File: config.mk
export PLATFORM = sky130hd
export DESIGN_NAME = count_sequencer_flat
export DESIGN_NICKNAME = d
export VERILOG_FILES = /design/src/rtl/count_sequencer_if.sv /design/src/rtl/count_sequencer.sv /design/src/flat_wrapper.sv
export SDC_FILE = /design/constraint.sdc
export NUM_CORES = 1
export LEC_CHECK = 0
export CAP_MARGIN = 15
export CORE_MARGIN = 3
export CORE_UTILIZATION = 47
export CTS_CLUSTER_SIZE = 14
export DETAILED_ROUTE_END_ITERATION = 10
export PLACE_DENSITY = 0.8
export SYNTH_ARGS = -nofsm -noshare
export SYNTH_HDL_FRONTEND = slang
export SYNTH_SLANG_ARGS = --single-unit
File: constraint.sdc
create_clock -name clk -period 3.5 [get_ports clk]
set_clock_uncertainty 0.2 [all_clocks]
set_input_delay 0.7 -clock clk [delete_from_list [all_inputs] [get_ports clk]]
set_output_delay 0.7 -clock clk [all_outputs]
set_load 0.005 [all_outputs]
File: src/rtl/count_sequencer_if.sv
// Command/status bundle for count_sequencer: the controller drives commands
// and the terminal value, and the sequencer returns count, busy and done.
interface count_sequencer_if #(
    parameter int unsigned WIDTH = 4
);
    logic             start;
    logic             stop;
    logic             load;
    logic [WIDTH-1:0] load_val;
    logic             periodic;
    logic [WIDTH-1:0] count;
    logic             busy;
    logic             done;

    modport master (
        output start, stop, load, load_val, periodic,
        input  count, busy, done
    );

    modport slave (
        input  start, stop, load, load_val, periodic,
        output count, busy, done
    );
endinterface

File: src/rtl/count_sequencer.sv
// Start/stop/hold counter that runs up to a loadable terminal value, one-shot or periodic.
// Define COUNT_SEQUENCER_PRESCALE_EN to advance the count only once every PRESCALE cycles.
module count_sequencer #(
    parameter int unsigned WIDTH    = 4,
    parameter int unsigned PRESCALE = 4
) (
    input  logic             clk,
    input  logic             rst,
    count_sequencer_if.slave bus
);
    typedef enum logic [1:0] {StIdle, StRun, StHold} state_e;

    state_e           state_q;
    logic [WIDTH-1:0] count_q;
    logic [WIDTH-1:0] tc_q;
    logic             done_q;
    logic             busy_q;
    logic             step;
    logic             term;
    logic             enter_run;

    // Entering RUN from IDLE or HOLD (stop always takes precedence over start)
    assign enter_run = (state_q != StRun) && !bus.stop && bus.start;

`ifdef COUNT_SEQUENCER_PRESCALE_EN
    localparam logic [7:0] PreLast = 8'(PRESCALE - 1);

    logic [7:0] pre_q;

    assign step = (pre_q == PreLast);

    always_ff @(posedge clk) begin
        if (rst) begin
            pre_q <= 8'd0;
        end else if (enter_run) begin
            pre_q <= 8'd0;
        end else if (state_q == StRun) begin
            pre_q <= step ? 8'd0 : pre_q + 8'd1;
        end
    end
`else
    logic unused_prescale;

    assign unused_prescale = ^PRESCALE;
    assign step            = 1'b1;
`endif

    assign term = (state_q == StRun) && step && (count_q == tc_q);

    always_ff @(posedge clk) begin
        if (rst) begin
            state_q <= StIdle;
            count_q <= '0;
            tc_q    <= '1;
            done_q  <= 1'b0;
            busy_q  <= 1'b0;
        end else begin
            done_q <= 1'b0;
            unique case (state_q)
                StIdle: begin
                    if (enter_run) begin
                        state_q <= StRun;
                        busy_q  <= 1'b1;
                    end else if (!bus.stop && bus.load) begin
                        tc_q    <= bus.load_val;
                        count_q <= '0;
                    end
                end
                StRun: begin
                    // A terminal match beats a coincident stop and always ends a stopped run
                    if (term) begin
                        count_q <= '0;
                        done_q  <= 1'b1;
                        if (!bus.periodic || bus.stop) begin
                            state_q <= StIdle;
                            busy_q  <= 1'b0;
                        end
                    end else if (bus.stop) begin
                        state_q <= StHold;
                    end else if (step) begin
                        count_q <= count_q + 1'b1;
                    end
                end
                StHold: begin
                    if (bus.stop) begin
                        state_q <= StIdle;
                        busy_q  <= 1'b0;
                        count_q <= '0;
                    end else if (bus.start) begin
                        state_q <= StRun;
                    end
                end
                default: begin
                    state_q <= StIdle;
                    busy_q  <= 1'b0;
                end
            endcase
        end
    end

    assign bus.count = count_q;
    assign bus.busy  = busy_q;
    assign bus.done  = done_q;
endmodule

File: src/flat_wrapper.sv
// flat-port wrapper written by rule: the top's interface ports become plain ports
module count_sequencer_flat 
#(
    parameter int unsigned WIDTH    = 4,
    parameter int unsigned PRESCALE = 4
)
  (clk, rst, bus_start, bus_stop, bus_load, bus_load_val, bus_periodic, bus_count, bus_busy, bus_done);
  count_sequencer_if #(.WIDTH(WIDTH)) bus_i ();
  input  logic clk;
  input  logic rst;
  input wire logic [$bits(bus_i.start)-1:0] bus_start;
  input wire logic [$bits(bus_i.stop)-1:0] bus_stop;
  input wire logic [$bits(bus_i.load)-1:0] bus_load;
  input wire logic [$bits(bus_i.load_val)-1:0] bus_load_val;
  input wire logic [$bits(bus_i.periodic)-1:0] bus_periodic;
  output wire logic [$bits(bus_i.count)-1:0] bus_count;
  output wire logic [$bits(bus_i.busy)-1:0] bus_busy;
  output wire logic [$bits(bus_i.done)-1:0] bus_done;
  assign bus_i.start = bus_start;
  assign bus_i.stop = bus_stop;
  assign bus_i.load = bus_load;
  assign bus_i.load_val = bus_load_val;
  assign bus_i.periodic = bus_periodic;
  assign bus_count = bus_i.count;
  assign bus_busy = bus_i.busy;
  assign bus_done = bus_i.done;
  count_sequencer #(.WIDTH(WIDTH), .PRESCALE(PRESCALE)) u_core (.clk(clk), .rst(rst), .bus(bus_i));
endmodule
==> flow_summary.ini <==
[floorplanning]
die_y_um = 43.4
rows = 12
dieArea_mm2 = 0.00188
die_x_um = 43.4
design.core.area_mm2 = 0.00120
start_util_pct = 54.6
ios = 16

[route]
wire_per_inst_um = 12.4
routed_wl_um = 1290
drc = 0
antenna_left = 0
viasPerCell = 5.62
drtIter0Drc = 13
vias = 584
drt_pass1_iterations = 4

[cts]
cts_resized = 0
numCtsBuffers = 3
cts_setup_buffers = 0
cts_sinks = 12
htreeDepth = 1
clk_latency_ps = 280
cts_buffer_depth = 2
path_clk_slew_ps = 90
cts_tree = built
ctsHoldBuffers = 0
clock-root-buffer = clkbuf_4

[hold_path]
hold_depth = 2
hold_path.class = register to register

[yosys]
syn_nets = 86
synth_area_um2 = 656
ys_ff_latch = 12
ys_types = 29
syn_inst = 75
post_synth.cell_area_avg_um2 = 8.74
synth_warnings = 0
ys_seq_area_share_pct = 36.6

[finish]
fin_nets = 102
final_common_cell = clkdlybuf4s50_1
antenna_cells = 0
final_cell_mix = clkdlybuf4s50_1 (15), dfxtp_1 (12), nor2b_1 (7), nor2_1 (5)
area_growth_pct = 26.1
layout-drive-gt1-share_pct = 7.78
nFillCells = 113

[power_and_ir_drop]
ir_worst_vdd_mv = 0.188
netSwitchingPower_mw = 0.0729
power.share.combinational_pct = 13.0
power_mw = 0.300
clkPwrFrac_pct = 38.3
switching_share_pct = 24.3
p_seq_share_pct = 48.7
p_int_mw = 0.227
leakagePower_nw = 0.291
power_density_mw_per_mm2 = 363

[worst_setup_path]
ff2ff_path_depth = 4
cp-end-kind = primary output
crit_required_ps = 2600
crit_slowest_cell = clkdlybuf4s50_1
cp.arrival_ps = 1240
cp_num_buf_inv = 1
cpLargestDelayFamily = buffers and inverters
cpPeakStageDelay_ps = 540
r2r_slack_ps = 1940
worstPathMaxFanout = 5
path_depth = 1
cp_cell_sequence = clkdlybuf4s50_1
criticalPathCategory = register to primary output
worstSetupStartpointType = register

[run]
drv_cap = 0

[placed_design]
io_buffers = 15
gp_congestion = 0.779
place_hpwl_um = 929

[sta]
post-route-period-util_pct = 61.2
clock.fmax_mhz = 467
finalCriticalPeriod_ps = 2140
slew_viol_final = 0
setup_viol = 0
rsz0062_at_grt = no
tightest_slew_ps = 434
slew_headroom_pct = 71.0
final.setup.tns_ps = 0
hold_viol_final = 0

[global_routing]
gr-usage-all-layers_pct = 15.4
grt_max_degree = 13
antenna_found_initial = 0
overflow = 0
grt_pass1_wl_um = 2240
first_global_vias = 531

[outcome]
status = finished, final reports clean
[sequential cells by signal, indices dropped and copies added, names as in the netlist]
register          cells
u_core.bus.count      4
u_core.bus.done       1
u_core.tc_q           4
u_core.bus.busy       1
u_core.state_q        2
[final cells by class]
class                           instances  area (µm²)  area share, %
Multi-Input combinational cell         55         368           44.5
Clock buffer                            4        36.3           4.39
Inverter                                4        15.0           1.82
Tap cell                               14        17.5           2.12
Timing Repair Buffer                   15         150           18.2
Sequential cell                        12         240           29.0
[Yosys cell counts]
master / instances / area share (%)
a32oi_1: 1 / 1.3
o211ai_2: 1 / 1.9
nand3_1: 4 / 3.1
nand3b_1: 2 / 2.3
nor2b_1: 7 / 6.7
nand2b_1: 4 / 3.8
nand2_1: 2 / 1.1
o21ai_0: 4 / 3.1
nand4_1: 1 / 0.95
buf_4: 1 / 1.1
o221ai_1: 2 / 2.7
dlygate4sd1_1: 1 / 1.3
and3b_1: 1 / 1.3
o211ai_1: 1 / 1.1
ha_1: 1 / 1.9
a211oi_1: 3 / 3.4
nor3_1: 2 / 1.5
nor2_1: 5 / 2.9
buf_2: 1 / 0.76
nand4_2: 1 / 1.9
a21oi_1: 2 / 1.5
xnor2_1: 4 / 5.3
or3_1: 1 / 0.95
nor2_2: 1 / 0.95
dfxtp_1: 12 / 37
a211o_1: 4 / 5.3
buf_6: 1 / 1.7
inv_1: 4 / 2.3
a31oi_1: 1 / 0.95
[final timing paths]
path	startpoint	endpoint
worst min-delay path	u_core.bus.busy$_SDFFE_PP0P_	u_core.bus.busy$_SDFFE_PP0P_
worst max register to register	u_core.bus.count[2]$_SDFFE_PP0P_	u_core.bus.count[2]$_SDFFE_PP0P_
worst max-delay path	u_core.bus.count[2]$_SDFFE_PP0P_	bus_count[2]
worst min register to register	u_core.bus.busy$_SDFFE_PP0P_	u_core.bus.busy$_SDFFE_PP0P_
[power groups by stage]
stage / sequential [mW] / clock [mW] / combinational (mW)
after floorplan: 0.148 / 0 / 0.0250
after global placement: 0.150 / 0 / 0.0382
after detailed placement: 0.150 / 0 / 0.0388
after CTS: 0.146 / 0.116 / 0.0394
after global routing: 0.147 / 0.122 / 0.0429
final: 0.146 / 0.115 / 0.0390
[per-layer routing]
layer  global-route usage [%]  share of wire (%)  vias to the layer above
met3                     3.73                6.1                        2
li1                         -                  -                      301
met5                        0                  0                        -
met4                     5.42               0.47                        0
met1                     19.0                 46                      262
met2                     26.0                 48                       19
[through the flow]
step,hold slack [ps],std cells,cell area (µm²),worst slack [ps],util (%)
after floorplan,292,75,656,1710,-
after global placement,293,100,791,1120,65.8
after detailed placement,304,100,791,1090,65.8
after CTS,316,104,827,1350,68.9
after global routing,364,104,827,1280,68.9
final,313,104,827,1360,68.9
[logic make-up after synthesis]
family	share of synthesized area, %
and+or+nand+nor	27.5
AOI/OAI and AO/OA	21.4
DFF	36.6
buffers and inverters	7.25
xor gates and xnor gates	5.34
adders and majority gates	1.91
(Power assumes the default switching activity.)
==> patch: new RTL, same settings <==
`WIDTH` is set to 4 in 3 places; all go to 6.
--- a/src/rtl/count_sequencer_if.sv
+++ b/src/rtl/count_sequencer_if.sv
@@ -3,3 +3,3 @@
 interface count_sequencer_if #(
-    parameter int unsigned WIDTH = 4
+    parameter int unsigned WIDTH = 6
 );
--- a/src/rtl/count_sequencer.sv
+++ b/src/rtl/count_sequencer.sv
@@ -3,3 +3,3 @@
 module count_sequencer #(
-    parameter int unsigned WIDTH    = 4,
+    parameter int unsigned WIDTH    = 6,
     parameter int unsigned PRESCALE = 4
--- a/src/flat_wrapper.sv
+++ b/src/flat_wrapper.sv
@@ -3,3 +3,3 @@
 #(
-    parameter int unsigned WIDTH    = 4,
+    parameter int unsigned WIDTH    = 6,
     parameter int unsigned PRESCALE = 4
Interface: changed (resized bus_count and bus_load_val); port bits go from 16 to 20. No check against the original RTL was run, so the function may have changed too.
==> patch against the unedited design <==
Cell area increased by 30%. Routed wire length increased by 49%. Power increased by 9.8%. Clock power decreased by 18%. Synthesized cell count increased by 24%. Count of clock-buffer cells in the layout decreased by 1. Core utilization decreased by 2.3 points. Sequential cell count increased by 4. Sequential power increased by 32%. Setup slack got worse by 120 ps. Critical path type is now in -> reg. Synthesized area increased by 30%. Largest power group unchanged. Highest routed layer unchanged.
==> patch: results (changes against the unedited design) <==
Worst hold path
  • Hold crit path type: reg -> reg
  • Hold-critical path endpoint: u_core.tc_q[2]
  • Hold path startpoint: u_core.tc_q[2]

Yosys
  • Unique masters post-synth: 34 (+17%)
  • Commonest cells post-synth: 16 x dfxtp_1, 9 x nand2_1, 9 x nand3_1
  • Mapped Cells: 93 (+24%)
  • Synth top area cells: dfxtp_1 38%, mux2i_1 7.1%, xnor2_1 6.2%
  • Syn Nets: 106 (+23%)
  • Asr flop ratio synth: 0% (unchanged)
  • Share of the synthesized area in the top cell type: 37.6% (+1.0 points)
  • Register area share after synthesis: 37.6% (+1.0 points)

Finish
  • Share of cells above drive strength 1: 7.14% (-0.63 points)
  • Finished Layout Cells: 136 (+31%)
  • Antenna diodes: 0 (unchanged)

Global routing
  • GRT met2 Usage: 28.0% (+2.0 points)
  • M1 GR Usage: 21.6% (+2.5 points)
  • Overall Global Routing Usage: 17.2% (+1.8 points)
  • Largest net degree at the start of global routing: 14 (+1)
  • Vias in the first global route: 746 (+40%)
  • First-pass GRT wire length: 3270 um (+46%)
  • Met3 GRT Util: 6.75% (+3.0 points)

Worst setup path
  • Termination of the worst setup path: u_core.tc_q[0]
  • Worst endpoint data arrival time: 2230 ps (+990 ps)
  • Crit path from: bus_stop
  • CP max FO: 13 (+8)
  • Cell depth of the worst flop-to-flop path: 4 (unchanged)
  • Top delay family on crit path: buffers and inverters
  • FF-to-FF Start: u_core.bus.count[3]
  • R2R setup slack: 1510 ps (-430 ps)
  • RR Endpoint: u_core.bus.count[5]
  • Worst path max stage delay: 630 ps (+90 ps)

Placed design
  • Post-Place Cells: 133 (+33%)
  • Routability cong.: 0.779 (unchanged)
  • IO buf count: 19 (+4)
  • Post-DP HPWL: 1380 um (+49%)
  • DP Area: 1050 um2 (+33%)
  • Worst slack, placed: 984 ps (-105 ps)

Clock tree
  • Post-CTS Resized: 0 (unchanged)
  • Clk_lat worst skew: 280 ps (about the same)
  • H-tree depth: 1 (unchanged)
  • Reg clk slew, reported paths: 80 ps
  • Postcts setup bufs: 0 (unchanged)

Detailed routing
  • Initial DRT Pass Iterations: 4 (unchanged)
  • Highest routed layer: met4
  • DR WL/cell: 14.1 um (+14%)
  • Met2 wire length: 922 um (+50%)
  • Met3 routed wirelength: 164 um (+110%)
  • Vias: 797 (+36%)
  • Iter 0 DRT Violations: 22 (+9)
  • Met1 Wirelength: 829 um (+41%)

Timing
  • Final Cycle Share: 64.6% (+3.4 points)
  • Hold_ws: 302 ps (-10.9 ps)
  • Worst slew pin tran: 559 ps (+125 ps)

Job
  • Max cap viols: 0 (unchanged)

Pwr
  • Peak supply drop: 348 uV (+85%)
  • Leakage power: 0.398 nW (+37%)

Outcome
  • Status: finished, final reports clean
==> patch: changes by cell type in the layout (fill, tap and decap cells not counted), moves of 4 or more <==
cell,delta
nand2_1,+7
mux2i_1,+6
nor2b_1,-6
nand3_1,+5
a211o_1,-4
clkdlybuf4s50_1,+4
dfxtp_1,+4
o2111ai_1,+4
o21ai_1,+4
==> patch: where the power goes <==
part           switching [mW]  internal (mW)
Clock                  0.0547         0.0400
Sequential            0.00491          0.187
Combinational          0.0198         0.0239
==> patch: cell families after synthesis <==
kind of cell             synth area share, %
AND/OR/NAND/NOR                         22.5
AO/OA/AOI/OAI                           19.9
flip-flops                              37.6
XOR/XNOR                                7.21
buffers and inverters                   4.26
multiplexers                            7.06
adder cells (fa/ha/maj)                 1.47
==> patch: cell type report <==
| type | instances | area (um2) |
|---|---|---|
| fill | 145 | 539 |
| multi-input combinational | 70 | 494 |
| sequential | 16 | 320 |
| timing repair buffer | 19 | 190 |
| tap | 24 | 30.0 |
| clock buffer | 3 | 22.5 |
| inverter | 4 | 15.0 |
